**config.mk**
```make
export PLATFORM = sky130hd
export DESIGN_NAME = drive_sequencer
export DESIGN_NICKNAME = d
export VERILOG_FILES = /design/src/rtl/drive_pkg.sv /design/src/rtl/track_filter.sv /design/src/rtl/drive_sequencer.sv
export SDC_FILE = /design/constraint.sdc
export NUM_CORES = 1
export LEC_CHECK = 0
export ABC_AREA = 1
export CORE_MARGIN = 2
export CORE_UTILIZATION = 62
export DETAILED_ROUTE_END_ITERATION = 10
export HOLD_SLACK_MARGIN = 0.06
export PLACE_DENSITY = 0.87
export SLEW_MARGIN = 20
export SYNTH_ARGS = -nofsm -noshare
export SYNTH_HDL_FRONTEND = slang
export SYNTH_SLANG_ARGS = --single-unit
```
**constraint.sdc**
```tcl
create_clock -name clk -period 6.5 [get_ports clk]
set_input_delay 1.3 -clock clk [delete_from_list [all_inputs] [get_ports clk]]
set_output_delay 1.3 -clock clk [all_outputs]
set_load 0.03 [all_outputs]
```
**src/rtl/drive_pkg.sv**
```systemverilog
// Shared encodings for the line-following drive sequencer.
package drive_pkg;

    typedef enum logic [2:0] {
        ST_IDLE      = 3'd0,
        ST_STRAIGHT  = 3'd1,
        ST_TURN_L    = 3'd2,
        ST_TURN_R    = 3'd3,
        ST_SEARCH    = 3'd4,
        ST_OBST_WAIT = 3'd5,
        ST_HALT      = 3'd6
    } state_e;

    // Raw/qualified tracker codes
    localparam logic [1:0] TRK_LEFT   = 2'b00;
    localparam logic [1:0] TRK_RIGHT  = 2'b01;
    localparam logic [1:0] TRK_CENTRE = 2'b10;
    localparam logic [1:0] TRK_LOST   = 2'b11;

    // PWM speed codes
    localparam logic [2:0] MODE_STOP   = 3'd0;
    localparam logic [2:0] MODE_TURN   = 3'd1;
    localparam logic [2:0] MODE_CRUISE = 3'd2;
    localparam logic [2:0] MODE_SEARCH = 3'd3;

    // Per-wheel direction pairs
    localparam logic [1:0] WHEEL_FWD = 2'b10;
    localparam logic [1:0] WHEEL_OFF = 2'b00;

    typedef enum logic {
        DIR_L = 1'b0,
        DIR_R = 1'b1
    } dir_e;

    typedef struct packed {
        logic [1:0] left;
        logic [1:0] right;
        logic [2:0] mode;
    } drive_out_t;

    // Steering state selected by a qualified track code
    function automatic state_e track_next(input logic [1:0] trk);
        state_e st;
        case (trk)
            TRK_CENTRE: st = ST_STRAIGHT;
            TRK_LEFT:   st = ST_TURN_L;
            TRK_RIGHT:  st = ST_TURN_R;
            default:    st = ST_SEARCH;
        endcase
        return st;
    endfunction

    // Moore output pattern for a state; SEARCH sweeps toward the last turn
    function automatic drive_out_t decode_out(input state_e st, input dir_e dir);
        drive_out_t o;
        o = '{left: WHEEL_OFF, right: WHEEL_OFF, mode: MODE_STOP};
        case (st)
            ST_STRAIGHT: o = '{left: WHEEL_FWD, right: WHEEL_FWD, mode: MODE_CRUISE};
            ST_TURN_L:   o = '{left: WHEEL_OFF, right: WHEEL_FWD, mode: MODE_TURN};
            ST_TURN_R:   o = '{left: WHEEL_FWD, right: WHEEL_OFF, mode: MODE_TURN};
            ST_SEARCH: begin
                if (dir == DIR_L) o = '{left: WHEEL_OFF, right: WHEEL_FWD, mode: MODE_SEARCH};
                else              o = '{left: WHEEL_FWD, right: WHEEL_OFF, mode: MODE_SEARCH};
            end
            default: o = '{left: WHEEL_OFF, right: WHEEL_OFF, mode: MODE_STOP};
        endcase
        return o;
    endfunction

endpackage

```
**src/rtl/track_filter.sv**
```systemverilog
// Debounces the raw tracker code: a new code is accepted only after
// FILT_CYC consecutive identical samples.
module track_filter
    import drive_pkg::*;
#(
    parameter int unsigned FILT_CYC = 4
) (
    input  logic       clk,
    input  logic       rst,
    input  logic [1:0] raw_i,
    output logic [1:0] q_track_o
);

    localparam int unsigned CW = 8;
    localparam logic [CW-1:0] CNT_FULL = CW'(FILT_CYC);

    logic [1:0]    last_q;
    logic [1:0]    q_track_q;
    logic [CW-1:0] cnt_q;
    logic [CW-1:0] cnt_d;

    // Run length of the current raw code, counting this sample; saturates
    always_comb begin
        cnt_d = cnt_q;
        if (raw_i != last_q) begin
            cnt_d = CW'(1);
        end else if (cnt_q < CNT_FULL) begin
            cnt_d = cnt_q + CW'(1);
        end
    end

    // Sample history and qualified code
    always_ff @(posedge clk or posedge rst) begin
        if (rst) begin
            last_q    <= TRK_CENTRE;
            cnt_q     <= '0;
            q_track_q <= TRK_CENTRE;
        end else begin
            last_q <= raw_i;
            cnt_q  <= cnt_d;
            if (cnt_d == CNT_FULL) begin
                q_track_q <= raw_i;
            end
        end
    end

    assign q_track_o = q_track_q;

endmodule

```
**src/rtl/drive_sequencer.sv**
```systemverilog
// Line-following drive sequencer: steering FSM with lost-line timeout
// and obstacle hold-off, Moore-decoded wheel outputs.
module drive_sequencer
    import drive_pkg::*;
#(
    parameter int unsigned FILT_CYC = 4,
    parameter int unsigned LOST_CYC = 50_000_000,
    parameter int unsigned HOLD_CYC = 25_000_000
) (
    input  logic       clk,
    input  logic       rst,
    input  logic       enable,
    input  logic [1:0] track_state,
    input  logic       obstacle,
    output logic [1:0] left,
    output logic [1:0] right,
    output logic [2:0] mode,
    output logic [2:0] seq_state
);

    localparam int unsigned CNT_W = 32;
    localparam logic [CNT_W-1:0] LOST_LAST = CNT_W'(LOST_CYC - 1);
    localparam logic [CNT_W-1:0] HOLD_LAST = CNT_W'(HOLD_CYC - 1);
    localparam logic [CNT_W-1:0] CNT_MAX   = '1;

    logic [1:0]       q_track;
    state_e           state_q, state_d;
    logic [CNT_W-1:0] search_q, search_d;
    logic [CNT_W-1:0] hold_q, hold_d;
    dir_e             last_dir_q, last_dir_d;
    drive_out_t       out_c;

    track_filter #(
        .FILT_CYC (FILT_CYC)
    ) u_track_filter (
        .clk       (clk),
        .rst       (rst),
        .raw_i     (track_state),
        .q_track_o (q_track)
    );

    // State, counters and last turn direction
    always_ff @(posedge clk or posedge rst) begin
        if (rst) begin
            state_q    <= ST_IDLE;
            search_q   <= '0;
            hold_q     <= '0;
            last_dir_q <= DIR_L;
        end else begin
            state_q    <= state_d;
            search_q   <= search_d;
            hold_q     <= hold_d;
            last_dir_q <= last_dir_d;
        end
    end

    // Next state; priority is enable, obstacle, lost-line timeout, track
    always_comb begin
        state_d    = state_q;
        search_d   = search_q;
        hold_d     = hold_q;
        last_dir_d = last_dir_q;

        if (!enable) begin
            state_d  = ST_IDLE;
            search_d = '0;
            hold_d   = '0;
        end else begin
            unique case (state_q)
                ST_IDLE: state_d = ST_STRAIGHT;
                ST_STRAIGHT, ST_TURN_L, ST_TURN_R: begin
                    search_d = '0;
                    if (obstacle) begin
                        state_d = ST_OBST_WAIT;
                        hold_d  = '0;
                    end else begin
                        state_d = track_next(q_track);
                    end
                end
                ST_SEARCH: begin
                    if (obstacle) begin
                        state_d  = ST_OBST_WAIT;
                        search_d = '0;
                        hold_d   = '0;
                    end else if (search_q == LOST_LAST) begin
                        state_d = ST_HALT;
                    end else if (q_track != TRK_LOST) begin
                        state_d  = track_next(q_track);
                        search_d = '0;
                    end else if (search_q != CNT_MAX) begin
                        search_d = search_q + CNT_W'(1);
                    end
                end
                ST_OBST_WAIT: begin
                    if (obstacle) begin
                        hold_d = '0;
                    end else if (hold_q == HOLD_LAST) begin
                        state_d = ST_STRAIGHT;
                        hold_d  = '0;
                    end else if (hold_q != CNT_MAX) begin
                        hold_d = hold_q + CNT_W'(1);
                    end
                end
                ST_HALT: state_d = ST_HALT;
                default: state_d = ST_IDLE;
            endcase
        end

        if (state_d == ST_TURN_L) last_dir_d = DIR_L;
        if (state_d == ST_TURN_R) last_dir_d = DIR_R;
    end

    // Moore output decode of the state register
    always_comb begin
        out_c = decode_out(state_q, last_dir_q);
    end

    assign left      = out_c.left;
    assign right     = out_c.right;
    assign mode      = out_c.mode;
    assign seq_state = state_q;

endmodule

```
After elaboration in Yosys (flattened, before gate mapping)

Index checks and enable logic that the tools add are counted.
Widths: inputs -> output; s select.

Bits in writable memories: 0
Bits of input ports: 6
ROM bits: 0
Bits in latches: 0
Memories: 0
Flip-flop bits (word level): 80

Div/mod/pow operators: 0
Multiply operators: 0
Bitwise operators: 0
Mux-type cells: 27
Reductions and logical operators: 7
Eq/ne operators: 23
Add/subtract/negate cells: 3
Order comparisons: 1
Shifts and indexed selects: 0

Operators by type and width:

| cell                  | number |
|---|---|
| $mux 32               | 10 |
| $pmux 32 s2           | 2 |
| $add 32x1->32 const B | 2 |
| $ne 32x32->1 const B  | 2 |
| $eq 32x25->1 const B  | 1 |
| $eq 32x26->1 const B  | 1 |
| $pmux 7 s4            | 1 |
| $mux 3                | 7 |
| $mux 8                | 2 |
| $pmux 3 s5            | 1 |
| $eq 3x2->1 const B    | 4 |
| $ne 5x5->1 const B    | 2 |
| $eq 3x3->1 const B    | 3 |
| $pmux 3 s3            | 1 |
| $add 8x1->8 const B   | 1 |
| $eq 8x3->1 const B    | 1 |
| $lt 8x3->1 const B    | 1 |
| $mux 7                | 1 |
| $ne 3x2->1 const B    | 2 |
| $reduce_and 3->1      | 2 |
| $ne 4x4->1 const B    | 1 |
| $reduce_or 4->1       | 1 |
| $eq 3x1->1 const B    | 1 |
| $logic_not 3->1       | 1 |
| other kinds (9)       | 10 |

Logic depth before layout (Yosys ltp)

Gate-level depths: netlist (run 1).

Word-level depth: 10
Mapped depth: 14
Gate-level depth less buffers: 14

Hierarchy

Synthesis (run 1) repeated with hierarchy kept, for this count alone.

Cell total of the unflattened synthesis: 921
Area total of the unflattened synthesis: 6243.5 um2

Modules (own cells, without submodules):

| module          | cells an instance | times used | area each (um2) |
|---|---|---|---|
| drive_sequencer | 847               | 1          | 5576.6 |
| track_filter    | 74                | 1          | 666.9 |

Least setup slack after synthesis (run 1)

OpenSTA, ideal clock, no wires.

Path type: register to output
Start: register state_q[1] (netlist: seq_state[1])
End: output port right[1]
Slack: 3.621 ns
Arrival: 1.579 ns
Path buffers: 1
Cell stages (with the launch flop): 5
Path through: dfrtp_1 > nor2_1 > nand2_2 > buf_1 > o211ai_1

Longest elaborated chain between the ends: 2
Elaborated cells on any way between the ends: 5
Those cells by class: eq/ne (4); mux (1)

RTL lines:

| element                            | line                  | RTL |
|---|---|---|
| start, declared                    | drive_sequencer.sv:27 | `state_e state_q, state_d;` |
| start signal, assigned             | drive_sequencer.sv:50 | `state_q <= state_d;` |
| $eq 3x3->1 (tied with other cells) | drive_pkg.sv:57       | `case (st)` |
| $pmux 7 s4 (*)                     | drive_pkg.sv:57       |  |
| end, declared                      | drive_sequencer.sv:16 | `output logic [1:0] right,` |

Every way passes the cells marked *; elsewhere a longest branch is shown, timed or not.

Worst setup path after layout (run 1)

Start: input port obstacle
End: register hold_q[27]

Longest elaborated chain between the ends: 3
Elaborated cells on any way between the ends: 6
Those cells by class: eq/ne (2); mux (3); reduce/logical (1)

RTL lines:

| element              | line                  | RTL |
|---|---|---|
| start, declared      | drive_sequencer.sv:14 | `input logic obstacle,` |
| $mux 32              | drive_sequencer.sv:95 | `if (obstacle) begin` |
| $pmux 32 s2          | drive_sequencer.sv:69 | `unique case (state_q)` |
| $mux 32              | drive_sequencer.sv:64 | `if (!enable) begin` |
| end signal, assigned | drive_sequencer.sv:52 | `hold_q <= hold_d;` |
| end, declared        | drive_sequencer.sv:29 | `logic [CNT_W-1:0] hold_q, hold_d;` |

Several ways; a longest one is shown, not always the timed one.
A chain may end at the register's enable or synchronous reset.

==> results of run 1 <==
## kinds of logic (layout without fill, tap and decap cells)
logic type / count (synthesis) / in the layout
simple gates: 603 / 603
other cells: 1 / 3
xor+xnor: 24 / 24
fa+ha+maj: 6 / 6
compound gates: 57 / 57
buf+inv: 146 / 150
flops: 80 / 80
## cell type report
type / count / area share [%]
Inverter: 119 / 7.160
Sequential cell: 80 / 31.86
Tap cell: 129 / 2.566
Timing Repair Buffer: 15 / 2.327
Multi-Input combinational cell: 693 / 52.72
Clock inverter: 6 / 1.173
Clock buffer: 10 / 2.188
## routing by layer
layer  global-route usage [%]  up-vias  share of wire [%]  routed length [um]
met5                        0        -                  0                   0
li1                         -     2906                  -                   -
met4                    12.99        0                2.9                 437
met3                    5.935       42                7.2                1089
met1                    41.26     2623                 42                6434
met2                    52.23      256                 48                7241
## cell usage after synthesis, drive strengths merged (2+ instances only)
cell type  instances  area, sq um
dfstp              2        52.55
nand3             79        425.4
o21ai             29        175.2
xnor2              5        43.79
inv              118        445.4
dfrtp             78         1952
o41ai              3        26.28
xor2              19        166.4
or2                3        18.77
a21oi             19        95.09
nand3b             4        30.03
nand4             35        225.2
nor2             144        580.6
buf               19        135.1
nor3              37        195.2
nor3b              3        22.52
clkbuf             8        30.03
o211ai             2        15.01
nand2            295         1152
ha                 6        75.07
nor4               2        12.51
## final timing paths
check | cells after the start | slack [ns] | to
worst max-delay path | 7 | 2.12 | hold_q[27]$_DFFE_PP0P_
worst min-delay path | 2 | 0.53 | u_track_filter.cnt_q[4]$_DFF_PP0_
worst max register to register | 9 | 3.63 | hold_q[27]$_DFFE_PP0P_
worst min register to register | 2 | 0.53 | u_track_filter.cnt_q[4]$_DFF_PP0_
max in group asynchronous | 3 | 4.53 | hold_q[4]$_DFFE_PP0P_
min in group asynchronous | 3 | 1.45 | search_q[8]$_DFFE_PP0P_
## critical path, cell delays in order
cell	delay, ns
clkdlybuf4s50_1	1.03
clkinv_1	0.70
nand3_1	0.38
nand3_2	0.54
inv_1	0.52
nand2_1	0.11
o21ai_1	0.09
## power groups by stage
stage / combinational (mW) / clock (mW) / sequential, mW
after floorplan: 0.333 / 0 / 0.551
after CTS: 0.433 / 0.402 / 0.533
after global placement: 0.423 / 0 / 0.542
after detailed placement: 0.429 / 0 / 0.542
final: 0.436 / 0.400 / 0.533
after global routing: 0.484 / 0.429 / 0.535
## flip-flops by register name (all words and copies together), names as in the netlist
name                      cells
u_track_filter.cnt_q          8
u_track_filter.q_track_o      2
seq_state                     3
hold_q                       32
last_dir_q                    1
search_q                     32
u_track_filter.last_q         2
==> results.toml, run 1 <==
[outcome]
outcome = "finished clean"

[synth]
synth_seq_area_share_pct = 33.81
synth_flop_cell = "dfrtp_1"
synth_xor_area_share_pct = 3.546
syn_inst = 917
synthMuxAreaShare_pct = 0
synth_cell_types = 42
synth-compound-area-share_pct = 5.931
synth_edf_count = 0
async_flop_share_pct = 100.0
synth_top_family_by_area = "simple AND/OR/NAND/NOR gates"
yosysWarnings = 0
synth-seq-cells = 80
syn_area_sq_um = 5928
synth-simple-area-share_pct = 45.02
avgSynthCellArea_sq_um = 6.465
yosys.area_share.adder_pct = 1.266

[layout]
layout_commonest_cell = "nand2_1"
stdcell_area_sq_um = 6291
post_layout_nonfiller_instances = 1052
regArea_sq_um = 2004
syn2layout_area_growth_pct = 6.121
layout.nets = 930
utilization_pct = 68.08
num_antenna_cells = 0
final_cell_mix = "nand2_1 (285), nor2_1 (136), inv_1 (110)"
drive_gt1_share_pct = 7.367
fillers = 810
multi_input_comb_area_sq_um = 3317

[global_routing]
grt_antenna_before_repair = 0
grt_first_pass_wirelength_mm = 26.05
overflow = 0
grt_max_degree = 81
grt_pass1_vias = 5579
grt_usage_pct = 31.76

[clock_tree]
ctsHtreeMaxLevel = 3
clock-sinks = 80
ctsResizeCount = 0
cts_tree = "built"
clock_latency_ns = 0.36
cts_setup_buffers = 0
cts-root-buf = "clkbuf_8"
cts_buffer_depth = 2
path_clk_slew_ns = 0.10
hold_buffers = 0
cts_buffers = 9

[sta]
fmax_ghz = 0.2282
worstMarginPinSlew_ns = 0.8565
slew_headroom_pct = 42.72
holdWs_ns = 0.5251
fin_ws_ns = 2.118
final.period_utilization_pct = 67.42
setup_tns_ns = 0
maxSlewViolCount = 0
rsz0062_at_grt = "no"
period_needed_ns = 4.382
report.final.hold_viol_count = 0
finalSetupViolCount = 0
skew_ns = 0.01332

[power_and_ir_drop]
seqPwrFrac_pct = 38.9
finalPower_mw = 1.369
p_switching_uw = 549.9
p_comb_share_pct = 31.8
power.density_nw_per_um2 = 217.6
power_leakage_nw = 2.834
clkPwrFrac_pct = 29.2
switching_share_pct = 40.17
irDropWorstVdd_uv = 148.1
power.internal_uw = 819.0

[placement]
gp_congestion = 1.012
pre_cts_slack_ns = 1.832
dp_hpwl_mm = 10.92
place_inst = 1036
portBuffers = 12
place_area_sq_um = 6076

[hold_path]
hold_path.class = "reg2reg"
hold_path_startpoint = "u_track_filter.cnt_q[4]$_DFF_PP0_"

[drt]
routed_wl_mm = 15.20
detail_route.vias_per_cell = 5.539
drt-initial-drc-count = 420
via_count = 5827
drc = 0
wl_per_cell_um = 14.45
dr.pass1.iters = 6
antenna_left = 0

[floorplanning]
die-area_sq_um = 10360
rows = 35
initial_utilization_pct = 64.16
die_h_um = 101.8
die_w_um = 101.8
ios = 16
placeableCoreArea_sq_um = 9240

[setup_path]
worstReg2RegStart = "seq_state[1]$_DFF_PP0_"
crit_start = "obstacle"
worst-path-max-fanout = 30
setup.worst_path.start_class = "input port"
critPathCaptureType = "flip-flop"
critPathRequiredTime_ns = 6.79
arrival_ns = 4.67
critical_path_class = "in2reg"

[job]
maxCapViolations = 0
Note: power is estimated with default switching activity, not from simulation.
==> run 2, diff against run 1 <==
CORE_UTILIZATION = 57   (was 62)
PLACE_DENSITY = 0.84   (was 0.87)
clock period = 3.7 ns   (was 6.5 ns; I/O delays follow)
==> results.toml, run 2 (synthesis gave the netlist of run 1 again) <==
[global_routing]
grt_antenna_before_repair = 0
grt_pass1_vias = 5565
grt_max_degree = 55
grt_usage_pct = 29.60
overflow = 0
grt_first_pass_wirelength_mm = 26.45

[drt]
dr.max_layer_used = "met4"
detail_route.vias_per_cell = 5.537
wl_per_cell_um = 14.50
routed_wl_mm = 15.43
drc = 0
antenna_left = 0
dr.pass1.iters = 7
drt-initial-drc-count = 464
route.met2.wl_mm = 7.167
via_count = 5891
wl_met3_mm = 1.174
wl_met1_mm = 6.593

[clock_tree]
clock-sinks = 80
ctsResizeCount = 0
cts_buffers = 9
hold_buffers = 0
clock_latency_ns = 0.39
cts_buffer_depth = 2
ctsHtreeMaxLevel = 3
cts-root-buf = "clkbuf_8"
cts_tree = "built"
path_clk_slew_ns = 0.08
cts_setup_buffers = 0

[setup_path]
worst_r2r_path_depth = 10
worst-path-max-fanout = 17
cp_cell_sequence = "nor2_1 -> nand2_2 -> inv_1 -> nand2_1 -> o21ai_0 -> clkdlybuf4s50_1"
reg2reg_setup_slack_ns = 1.09
critPathRequiredTime_ns = 2.96
cp_top_family = "buffers and inverters"
crit_buf_inv = 2
worstReg2RegStart = "hold_q[0]$_DFFE_PP0P_"
crit_slowest_cell = "clkdlybuf4s50_1"
reg2reg_to = "hold_q[5]$_DFFE_PP0P_"
critPathCaptureType = "output port"
setup.worst_path.start_class = "flip-flop"
slowest_delay_ns = 0.69
critical_path_class = "reg2out"
arrival_ns = 2.50
cp_num_cells = 6

[outcome]
outcome = "finished clean"

[job]
maxCapViolations = 0

[sta]
worstMarginPinSlew_ns = 0.9392
slew_headroom_pct = 37.38
fin_ws_ns = 0.4625
final.period_utilization_pct = 87.50
report.final.hold_viol_count = 0
rsz0062_at_grt = "no"
skew_ns = 0.01079
finalSetupViolCount = 0
period_needed_ns = 3.238
maxSlewViolCount = 0
setup_tns_ns = 0
holdWs_ns = 0.5228
fmax_ghz = 0.3089

[placement]
dp_hpwl_mm = 11.37
pre_cts_slack_ns = 0.7274
portBuffers = 12
gp_congestion = 1.022

[hold_path]
holdPathStages = 2
hold_path.class = "reg2reg"
min_to = "u_track_filter.cnt_q[7]$_DFF_PP0_"
hold_path_startpoint = "u_track_filter.cnt_q[7]$_DFF_PP0_"

[power_and_ir_drop]
power.density_nw_per_um2 = 381.0
power_leakage_nw = 2.853
finalPower_mw = 2.411
irDropWorstVdd_uv = 325.3

[floorplanning]
die-area_sq_um = 11230
die_w_um = 106.0
ios = 16
rows = 37
initial_utilization_pct = 57.94
placeableCoreArea_sq_um = 10230
die_h_um = 106.0

[layout]
layout.nets = 935
syn2layout_area_growth_pct = 6.754
drive_gt1_share_pct = 7.866
layout_top_registers = "hold_q x32, search_q x32, u_track_filter.cnt_q x8"
final_cell_mix = "nand2_1 (285), nor2_1 (136), inv_1 (110)"
layout_commonest_cell = "nand2_1"
num_antenna_cells = 0
fillers = 984
run 2: through the flow:
stage	instances	area [sq um]	utilization (%)
CTS	1064	6329	61.86
global route	1064	6329	61.86
detailed placement	1048	6122	59.84
global placement	1048	6122	59.84
finish	1064	6329	61.86
floorplan	919	5936	-
run 2: how the worst max path moves through the flow:
| stage | endpoint | start |
|---|---|---|
| floorplan | hold_q[0]$_DFFE_PP0P_ | rst |
| global placement | hold_q[29]$_DFFE_PP0P_ | enable |
| detailed placement | hold_q[12]$_DFFE_PP0P_ | enable |
| CTS | left[1] | seq_state[1]$_DFF_PP0_ |
| global route | left[1] | seq_state[1]$_DFF_PP0_ |
| finish | left[1] | seq_state[0]$_DFF_PP0_ |
run 2: layer usage:
metal  GRT usage, %  vias up
met1          38.35     2675
met2          47.79      261
met5              0        -
li1               -     2912
met4          13.72        0
met3          5.886       43
run 2: final cells by class:
type	count	area [sq um]	share of cell area, %
clock buffers	10	137.6	2.175
repair buffers	20	180.2	2.847
inverters	119	450.4	7.117
flip-flops and latches	80	2004	31.67
multi-input cells	693	3317	52.41
well taps	136	170.2	2.689
clock inverters	6	68.82	1.087
run 2: tightest hold or removal path: stages (launching register included):
cell     delay [ns]
dfrtp_1        0.38
inv_1          0.07
nor2_1         0.04
run 2: power breakdown:
group | switching (mW) | internal [mW]
combinational | 0.586 | 0.204
sequential | 0.0281 | 0.908
clock | 0.353 | 0.332
total | 0.968 | 1.44
